<file path="config.mk">
export PLATFORM = sky130hd
export DESIGN_NAME = spi_master_arb
export DESIGN_NICKNAME = d
export VERILOG_FILES = /design/src/rtl/spi_arb_pkg.sv /design/src/rtl/spi_arb_sel.sv /design/src/rtl/spi_master_arb.sv
export SDC_FILE = /design/constraint.sdc
export NUM_CORES = 1
export LEC_CHECK = 0
export CORE_UTILIZATION = 37
export DETAILED_ROUTE_END_ITERATION = 10
export GPL_TIMING_DRIVEN = 0
export PLACE_DENSITY_LB_ADDON = 0.1
export RECOVER_POWER = 50
export SLEW_MARGIN = 15
export SYNTH_ARGS = -nofsm -noshare
export SYNTH_HDL_FRONTEND = slang
export SYNTH_SLANG_ARGS = --single-unit
</file>
<file path="constraint.sdc">
create_clock -name clk -period 3.6 [get_ports clk]
set_input_delay 0.72 -clock clk [delete_from_list [all_inputs] [get_ports clk]]
set_output_delay 0.72 -clock clk [all_outputs]
set_load 0.02 [all_outputs]
</file>
<file path="src/rtl/spi_arb_pkg.sv">
// Shared state encoding, widths and a routing helper for the two-client SPI master arbiter.
package spi_arb_pkg;

    localparam int SPI_CMD_W = 8;
    localparam int SPI_LEN_W = 12;

    typedef enum logic [2:0] {
        IDLE      = 3'd0,
        START     = 3'd1,
        WAIT_BUSY = 3'd2,
        RUN       = 3'd3,
        DONE      = 3'd4
    } arb_state_t;

    // Master strobes may only reach a client while its transaction is in flight.
    function automatic logic route_active(input arb_state_t st);
        return (st == WAIT_BUSY) || (st == RUN);
    endfunction

endpackage

</file>
<file path="src/rtl/spi_arb_sel.sv">
// Winner select for the two clients; with SPI_ARB_RR_EN a last-served pointer breaks ties,
// otherwise client 0 always wins and no state is kept.
module spi_arb_sel
    import spi_arb_pkg::*;
(
`ifdef SPI_ARB_RR_EN
    input  logic clk,
    input  logic rst,
    input  logic take,
`endif
    input  logic req0,
    input  logic req1,
    output logic any,
    output logic winner
);

    assign any = req0 | req1;

`ifdef SPI_ARB_RR_EN
    logic last_r;

    // Last-served pointer; resets to "client 1 served" so client 0 wins the first tie.
    always_ff @(posedge clk or negedge rst) begin
        if (!rst) begin
            last_r <= 1'b1;
        end else if (take) begin
            last_r <= winner;
        end else begin
            last_r <= last_r;
        end
    end

    // Tie goes to the client not served last.
    always_comb begin
        winner = 1'b0;
        if (req0 && req1) begin
            winner = ~last_r;
        end else if (req1) begin
            winner = 1'b1;
        end else begin
            winner = 1'b0;
        end
    end
`else
    // Fixed priority: client 1 wins only when client 0 is not requesting.
    always_comb begin
        winner = 1'b0;
        if (req0) begin
            winner = 1'b0;
        end else if (req1) begin
            winner = 1'b1;
        end else begin
            winner = 1'b0;
        end
    end
`endif

endmodule

</file>
<file path="src/rtl/spi_master_arb.sv">
// Two-client arbiter/sequencer in front of spi_master: grant, start, route data, report done/error.
// Build option: define SPI_ARB_RR_EN for round-robin ties (default is fixed priority, client 0 first).
module spi_master_arb
    import spi_arb_pkg::*;
#(
    parameter int ADDR_WIDTH   = 24,
    parameter int LEN_WIDTH    = SPI_LEN_W,
    parameter int BUSY_TIMEOUT = 15
) (
    input  logic                  clk,
    input  logic                  rst,
    input  logic                  c0_req,
    input  logic [SPI_CMD_W-1:0]  c0_cmd,
    input  logic [ADDR_WIDTH-1:0] c0_addr,
    input  logic [LEN_WIDTH-1:0]  c0_length,
    output logic                  c0_gnt,
    output logic                  c0_done,
    output logic                  c0_err,
    output logic                  c0_wr_req,
    input  logic [7:0]            c0_wr_data,
    output logic                  c0_rd_vld,
    output logic [7:0]            c0_rd_data,
    input  logic                  c1_req,
    input  logic [SPI_CMD_W-1:0]  c1_cmd,
    input  logic [ADDR_WIDTH-1:0] c1_addr,
    input  logic [LEN_WIDTH-1:0]  c1_length,
    output logic                  c1_gnt,
    output logic                  c1_done,
    output logic                  c1_err,
    output logic                  c1_wr_req,
    input  logic [7:0]            c1_wr_data,
    output logic                  c1_rd_vld,
    output logic [7:0]            c1_rd_data,
    output logic                  spi_start,
    output logic [SPI_CMD_W-1:0]  spi_cmd,
    output logic [ADDR_WIDTH-1:0] spi_addr,
    output logic [LEN_WIDTH-1:0]  spi_length,
    input  logic                  spi_busy,
    input  logic                  spi_wr_req,
    output logic [7:0]            spi_wr_data,
    input  logic                  spi_rd_vld,
    input  logic [7:0]            spi_rd_data
);

    localparam int CNT_W = (BUSY_TIMEOUT > 1) ? $clog2(BUSY_TIMEOUT) : 1;
    localparam logic [CNT_W-1:0] CNT_LAST = CNT_W'(BUSY_TIMEOUT - 1);

    arb_state_t       state_r;
    logic             owner_r;
    logic [CNT_W-1:0] cnt_r;
    logic             any_req_s;
    logic             winner_s;
    logic             start_ok_s;
    logic             route_s;

    assign start_ok_s = (state_r == IDLE) && any_req_s && !spi_busy;

    spi_arb_sel u_sel (
`ifdef SPI_ARB_RR_EN
        .clk    (clk),
        .rst    (rst),
        .take   (start_ok_s),
`endif
        .req0   (c0_req),
        .req1   (c1_req),
        .any    (any_req_s),
        .winner (winner_s)
    );

    // Transaction sequencer; every client/master pulse is registered here.
    always_ff @(posedge clk or negedge rst) begin
        if (!rst) begin
            state_r    <= IDLE;
            owner_r    <= 1'b0;
            cnt_r      <= '0;
            spi_start  <= 1'b0;
            spi_cmd    <= '0;
            spi_addr   <= '0;
            spi_length <= '0;
            c0_gnt     <= 1'b0;
            c1_gnt     <= 1'b0;
            c0_done    <= 1'b0;
            c1_done    <= 1'b0;
            c0_err     <= 1'b0;
            c1_err     <= 1'b0;
        end else begin
            spi_start <= 1'b0;
            c0_gnt    <= 1'b0;
            c1_gnt    <= 1'b0;
            c0_done   <= 1'b0;
            c1_done   <= 1'b0;
            c0_err    <= 1'b0;
            c1_err    <= 1'b0;
            case (state_r)
                IDLE: begin
                    if (start_ok_s) begin
                        state_r    <= START;
                        owner_r    <= winner_s;
                        spi_start  <= 1'b1;
                        c0_gnt     <= ~winner_s;
                        c1_gnt     <= winner_s;
                        spi_cmd    <= winner_s ? c1_cmd    : c0_cmd;
                        spi_addr   <= winner_s ? c1_addr   : c0_addr;
                        spi_length <= winner_s ? c1_length : c0_length;
                    end else begin
                        state_r <= IDLE;
                    end
                end
                START: begin
                    state_r <= WAIT_BUSY;
                    cnt_r   <= '0;
                end
                WAIT_BUSY: begin
                    // Counter reaches its last value on the final allowed cycle.
                    if (spi_busy) begin
                        state_r <= RUN;
                    end else if (cnt_r == CNT_LAST) begin
                        state_r <= DONE;
                        c0_done <= ~owner_r;
                        c1_done <= owner_r;
                        c0_err  <= ~owner_r;
                        c1_err  <= owner_r;
                    end else begin
                        cnt_r <= cnt_r + CNT_W'(1);
                    end
                end
                RUN: begin
                    if (!spi_busy) begin
                        state_r <= DONE;
                        c0_done <= ~owner_r;
                        c1_done <= owner_r;
                    end else begin
                        state_r <= RUN;
                    end
                end
                DONE: begin
                    state_r <= IDLE;
                end
                default: begin
                    state_r <= IDLE;
                end
            endcase
        end
    end

    assign route_s     = route_active(state_r);
    assign c0_wr_req   = spi_wr_req & route_s & ~owner_r;
    assign c1_wr_req   = spi_wr_req & route_s & owner_r;
    assign c0_rd_vld   = spi_rd_vld & route_s & ~owner_r;
    assign c1_rd_vld   = spi_rd_vld & route_s & owner_r;
    assign c0_rd_data  = spi_rd_data;
    assign c1_rd_data  = spi_rd_data;
    assign spi_wr_data = owner_r ? c1_wr_data : c0_wr_data;

endmodule

</file>
==> impl_results.md, run 1 <==
- Status: finished clean
- Iter 0 DRT Violations: 290
- P_leak: 2.44 nW
- Core Footprint: 7210 sq um
- Clk sink count: 59
- CP Capture Type: primary output
- Fmax: 338 MHz
- DR vias/cell: 4.98
- DRT Pass-1 Iters: 6
- Register area share after synthesis: 53.8%
- Main combinational cell family by area after synthesis: compound AO/OA/AOI/OAI gates
- Initial Utilization: 38.1%
- H-tree depth: 3
- Critical path class: flop to primary output
- Sequential Power Share: 30.1%
- Post_cts resized: 0
- Synth top area cells: dfrtp_1, a222oi_1, inv_1
- Drt wl/cell: 15.9 microns
- Post-cts hold buffer count: 0
- # diodes: 0
- Worst slew margin relative to its limit: 2.66%
- Final ANT Viol Nets: 0
- Clock transition at the registers of the reported paths: 0.06 ns
- Pwr Density: 708 nW/um^2
- Startpoint Class: flop
- NetSw: 1.25 mW
- First-pass GRT wire length: 12,800 microns
- Synth warn: 0
- Hpwl dp: 6340 microns
- Initial antenna violation count: 0
- Count of final hold-check violations: 0
- Share of cells above drive strength 1: 12.2%
- Final Skew: 0.00909 ns
- Syn nets: 358
- Area grow syn2layout: 81.4%
- Die area: 7770 sq um
- Die Ht: 88.2 microns
- WP data arrival: 2.24 ns
- GP Congestion: 0.734
- Number of global-route vias before repair: 2,584
- GRT Util Overall: 22.1%
- Met3 usage: 6.41%
- Post-CTS Setup Bufs: 0
- Post-synthesis simple-gate area fraction: 7.15%
- Worst hold-check path type: flop to flop
- Sw Share: 35.4%
- Clock Path Buffers: 2
- RSZ-0062 raised after global routing: no
- DIE WIDTH: 88.2 microns
- Met1 Usage GRT: 26.3%
- Mapped Cells: 237
- Critical path fanouts, max: 10
- Number of synthesized flops with an enable pin: 0
- Tcrit/Tclk final: 82.3%
- Finished Cell Area: 4980 sq um
- Final cell count without fillers: 541
- DRC violations left: 0
- Maximum vdd drop: 0.000354 V
- #FFs+latches synth: 59
- Complex-gate fraction of the synthesized area: 18.0%
- Ports: 198
- Commonest non-fill, non-tap cells in the layout: clkdlybuf4s50_1, dfrtp_1, inv_1, a222oi_1, dlygate4sd3_1
- Clock share of power: 22.1%
- Post-Syn Area: 2750 sq um
- Post-synthesis mux area share: 3.64%
- Placed cell areas: 4760 sq um
- Vias: 2,692
- Least-Margin Pin Slew: 1.46 ns
- Syn_area_per_cell: 11.6 sq um
- Comb pwr share: 47.8%
- Count of cell types in the netlist: 32
- WL final: 8580 microns
- Yosys top cell area share: 53.8%
- M2 GR Usage: 37.1%
- Prevailing post-synth register cell: dfrtp_1
- Largest net degree at the start of global routing: 60
- # rows: 31
- Root Buffer: clkbuf_8
- Placed Cells incl. Taps: 525
- Synth Area in XOR/XNOR: 0.319%
- Commonest non-fill, non-tap cell in the layout: clkdlybuf4s50_1
- Max-slew violation count: 0
- Max_cap viols: 0
- CTS Buf Count: 9
- CTS tree: built
- Port buffer count: 189
- Nets: 558
- Setup Viol. Count Final: 0
- Minimum clock period: 2.96 ns
- Int Pwr: 2.28 mW
- Largest area contributor in the netlist: dfrtp_1
- Global route overflow: 0
- Data required, critical path: 2.88 ns
- GRT Max-Usage Layer: met2
- Clock Latency Late Sink: 0.34 ns
- Adder-cell area share of the yosys netlist: 0.911%
- Asr flop ratio synth: 100%
## per-layer routing
layer	up-vias	share of wire (%)
met1	1275	39
met3	16	9.5
met2	144	49
li1	1257	-
met4	0	2.5
met5	-	0
## final timing paths
| kind | startpoint | end | slack, ns | cells past startpoint |
|---|---|---|---|---|
| setup reg to reg | state_r[0]$_DFFE_PN0P_ | spi_addr[4]$_DFFE_PN0P_ | 1.20 | 6 |
| setup / recovery | owner_r$_DFFE_PN0P_ | spi_wr_data[5] | 0.64 | 4 |
| min in group asynchronous | rst | c0_err$_DFF_PN0_ | 0.72 | 1 |
| max in group asynchronous | rst | spi_start$_DFF_PN0_ | 1.98 | 1 |
| hold reg to reg | spi_addr[19]$_DFFE_PN0P_ | spi_addr[19]$_DFFE_PN0P_ | 0.48 | 2 |
| hold / removal | spi_addr[19]$_DFFE_PN0P_ | spi_addr[19]$_DFFE_PN0P_ | 0.48 | 2 |
## worst max-delay path: stages (launching register included)
cell and delay [ns]:
dfrtp_1 0.33, clkbuf_1 0.29, clkbuf_1 0.37, mux2_2 0.38, clkdlybuf4s50_1 0.53
## sequential cells by signal, indices dropped and copies added (netlist names)
name	count
c0_done	1
c0_err	1
c0_gnt	1
c1_done	1
c1_err	1
c1_gnt	1
cnt_r	4
owner_r	1
spi_addr	24
spi_cmd	8
spi_length	12
spi_start	1
state_r	3
## cell families after synthesis
kind of cell	Yosys count
mux	9
flops	59
fa+ha+maj	2
xor+xnor	1
compound gates	53
buf+inv	81
simple gates	32
## cell type report
type,count,area [sq um]
multi-input combinational,97,806
timing repair buffer,189,1890
clock inverter,4,95.1
tap,99,124
clock buffer,12,165
sequential,59,1480
inverter,48,180
buffer,33,249
fill,591,2230
## stage by stage
step                      total power [mW]  setup slack [ns]  util (%)  setup TNS, ns  hold slack (ns)
after floorplan                       1.97              1.63         -              0            0.424
after global placement                2.78           -0.0576      66.0          -3.29            0.469
after detailed placement              2.82             0.941      66.0              0            0.474
after CTS                             3.61             0.586      69.6              0            0.465
after global routing                  3.74             0.473      69.1              0            0.499
final                                 3.53             0.639      69.1              0            0.481
## synthesized netlist by cell type (4+ instances only)
master,number
dfrtp_1,59
inv_1,47
a222oi_1,44
buf_4,16
buf_6,10
mux2_2,8
nand2_1,7
buf_2,5
nor2_1,5
and3_1,4
o21ai_0,4
## power groups by stage
stage / sequential, mW / clock [mW] / combinational [mW]
5_1_grt: 1.10 / 0.825 / 1.82
3_5_place_dp: 1.08 / 0 / 1.74
4_1_cts: 1.07 / 0.796 / 1.75
3_3_place_gp: 1.06 / 0 / 1.71
6_report: 1.06 / 0.779 / 1.69
2_1_floorplan: 1.36 / 0 / 0.615
(Power assumes the default switching activity.)
==> inputs of run 2 (changes only) <==
CORE_UTILIZATION = 31   (was 37)
clock period = 2.42 ns   (was 3.6 ns; I/O delays follow)
==> run 2 against run 1 <==
Combinational power rose by 52%. Clock skew fell by 0.0023 ns. Clock-buffer cell count did not move. Critical endpoint is now c1_rd_vld. First-iteration DRC count fell by 24%. Sequential cell count did not move. Clock power rose by 18%. Core utilization fell by 9.7 points. Worst hold slack improved by 0.0059 ns. Routed wire length rose by 2.6%.
==> impl_results.md, run 2 (synthesis results as in run 1) <==
- Status: finished clean
- Ports: 198 (unchanged)
- Largest net degree at the start of global routing: 60 (unchanged)
- R2R depth: 5 (-1)
- Tcrit/Tclk final: 96.8%
- P_leak: 2.46 nW (+0.80%)
- Initial Utilization: 32.8% (-5.3 points)
- Die area: 9240 sq um (+19%)
- Drt wl/cell: 16.1 microns (+1.6%)
- Clock transition at the registers of the reported paths: 0.06 ns (about the same)
- Root Buffer: clkbuf_8
- DRC violations left: 0 (unchanged)
- CTS tree: built
- Nets: 559 (+0.18%)
- Number of global-route vias before repair: 2,497 (-3.4%)
- Port buffer count: 189 (unchanged)
- Max-slew violation count: 0 (unchanged)
- Vias: 2,676 (-0.59%)
- Least-Margin Pin Slew: 1.49 ns (+0.0264 ns)
- Core Footprint: 8380 sq um (+16%)
- Worst hold-check path type: flop to flop
- Placed cell areas: 4770 sq um (+0.16%)
- Worst slew margin relative to its limit: 0.898% (-1.8 points)
- Fill cells: 722 (+22%)
- Max_cap viols: 0 (unchanged)
- Maximum vdd drop: 0.000516 V (+46%)
- Most flop-heavy register: spi_addr
- Minimum clock period: 2.34 ns
- Share of cells above drive strength 1: 13.2% (+0.93 points)
- First-pass GRT wire length: 12,700 microns (-0.81%)
- WL final: 8800 microns (+2.6%)
- Commonest non-fill, non-tap cells in the layout: clkdlybuf4s50_1, dfrtp_1, inv_1, a222oi_1, dlygate4sd3_1
- DIE WIDTH: 96.1 microns (+9.0%)
- Max stage delay on crit path: 0.60 ns (+0.07 ns)
- Fmax: 427 MHz
- Hpwl dp: 6520 microns (+2.9%)
- DR vias/cell: 4.90 (-1.5%)
- DRT Pass-1 Iters: 5 (-1)
- Final Skew: 0.00683 ns (-0.00226 ns)
- Placed Cells incl. Taps: 531 (+1.1%)
- WHS Path Cells: 2 (unchanged)
- Final cell count without fillers: 546 (+0.92%)
- Clock Path Buffers: 2 (unchanged)
- Post-cts hold buffer count: 0 (unchanged)
- Commonest non-fill, non-tap cell in the layout: clkdlybuf4s50_1
- H-tree depth: 3 (unchanged)
- Setup Viol. Count Final: 0 (unchanged)
- Initial antenna violation count: 0 (unchanged)
- Final core occ: 59.4% (-9.7 points)
- CTS Buf Count: 9 (unchanged)
- Largest regs: spi_addr: 24 flops, spi_length: 12 flops, spi_cmd: 8 flops
- Area grow syn2layout: 81.3% (about the same)
- Finished Cell Area: 4980 sq um (about the same)
- Startpoint Class: flop
- Iter 0 DRT Violations: 221 (-24%)
- Critical path class: flop to primary output
- WP data arrival: 1.86 ns (-0.38 ns)
- GP Congestion: 0.700 (-4.6%)
- CP Cell Sequence: and2b_1, and3_1, clkdlybuf4s50_1
- Critical path fanouts, max: 7 (-3)
- Largest register FFs: 24 (unchanged)
- Data required, critical path: 1.94 ns (-0.94 ns)
- CP Capture Type: primary output
- Critical Path Slowest Stage Cell: clkdlybuf4s50_1
- Pwr Density: 1020 nW/um^2 (+44%)
- Count of final hold-check violations: 0 (unchanged)
- Final ANT Viol Nets: 0 (unchanged)
- # diodes: 0 (unchanged)
- Die Ht: 96.1 microns (+9.0%)
- Clock Latency Late Sink: 0.33 ns (about the same)
- # rows: 33 (+6.5%)
- GRT Util Overall: 18.6% (-3.6 points)
- Clk sink count: 59 (unchanged)
- Global route overflow: 0 (unchanged)
==> run 2: changes by cell type in the layout (fill, tap and decap cells not counted), sizes merged <==
cell | previous run | this run
bufinv | 3 | 1
clkbuf | 18 | 16
dlygate4sd3 | 21 | 20
buf | 28 | 31
dlymetal6s2s | 0 | 4
clkdlybuf4s50 | 167 | 164
==> run 2: stage by stage <==
| step | worst slack, ns | power, mW | TNS, ns | hold WS (ns) |
|---|---|---|---|---|
| 2_1_floorplan | 0.689 | 2.94 | 0 | 0.188 |
| 3_3_place_gp | -1.10 | 4.15 | -64.74 | 0.469 |
| 3_5_place_dp | -0.00000422 | 4.19 | -0.00000422 | 0.473 |
| 4_1_cts | 0.0258 | 5.14 | 0 | 0.236 |
| 5_1_grt | -0.00649 | 5.42 | -0.00649 | 0.512 |
| 6_report | 0.0764 | 5.09 | 0 | 0.487 |
==> run 2: repair_timing <==
action                     in CTS  in global routing
setup buffers                   0                  2
setup endpoints to repair       6                  5
resized for setup               3                  4
==> run 2: final cells by class <==
cell class / count / area (sq um) / area share, %
buffer: 32 / 256 / 5.15
clock buffer: 12 / 165 / 3.32
clock inverter: 2 / 35.0 / 0.704
inverter: 48 / 180 / 3.62
multi-input combinational: 97 / 821 / 16.5
sequential: 59 / 1480 / 29.7
tap: 105 / 131 / 2.64
timing repair buffer: 191 / 1910 / 38.4
==> run 2: where the power goes <==
| part | total, mW | switching, mW | internal [mW] | leakage, nW |
|---|---|---|---|---|
| registers | 1.60 | 0.220 | 1.38 | 0.751 |
| clock network | 0.916 | 0.369 | 0.547 | 0.104 |
| logic | 2.57 | 1.26 | 1.30 | 1.60 |
==> run 2: worst paths after layout <==
check | startpoint | end | slack (ns)
max in group asynchronous | rst | owner_r$_DFFE_PN0P_ | 0.93
min in group asynchronous | rst | spi_addr[19]$_DFFE_PN0P_ | 0.51
worst max-delay path | state_r[2]$_DFFE_PN0P_ | c1_rd_vld | 0.08
worst max register to register | state_r[2]$_DFFE_PN0P_ | spi_cmd[2]$_DFFE_PN0P_ | 0.41
worst min register to register | spi_cmd[4]$_DFFE_PN0P_ | spi_cmd[4]$_DFFE_PN0P_ | 0.49
worst min-delay path | spi_cmd[4]$_DFFE_PN0P_ | spi_cmd[4]$_DFFE_PN0P_ | 0.49
==> run 2: metal layers <==
| metal | vias to the layer above | wire [microns] | part of all wire (%) | GRT usage [%] |
|---|---|---|---|---|
| met2 | 135 | 4300 | 49 | 31.0 |
| met4 | 0 | 133 | 1.5 | 7.96 |
| met5 | - | 0 | 0 | 0 |
| li1 | 1254 | - | - | - |
| met1 | 1275 | 3460 | 39 | 22.2 |
| met3 | 12 | 901 | 10 | 5.37 |
==> run 2: critical path: cells and delay by family, from the launching register on <==
kind          cells  cell delay, ns
buf+inv           1            0.60
simple gates      2            0.47
flops             1            0.46
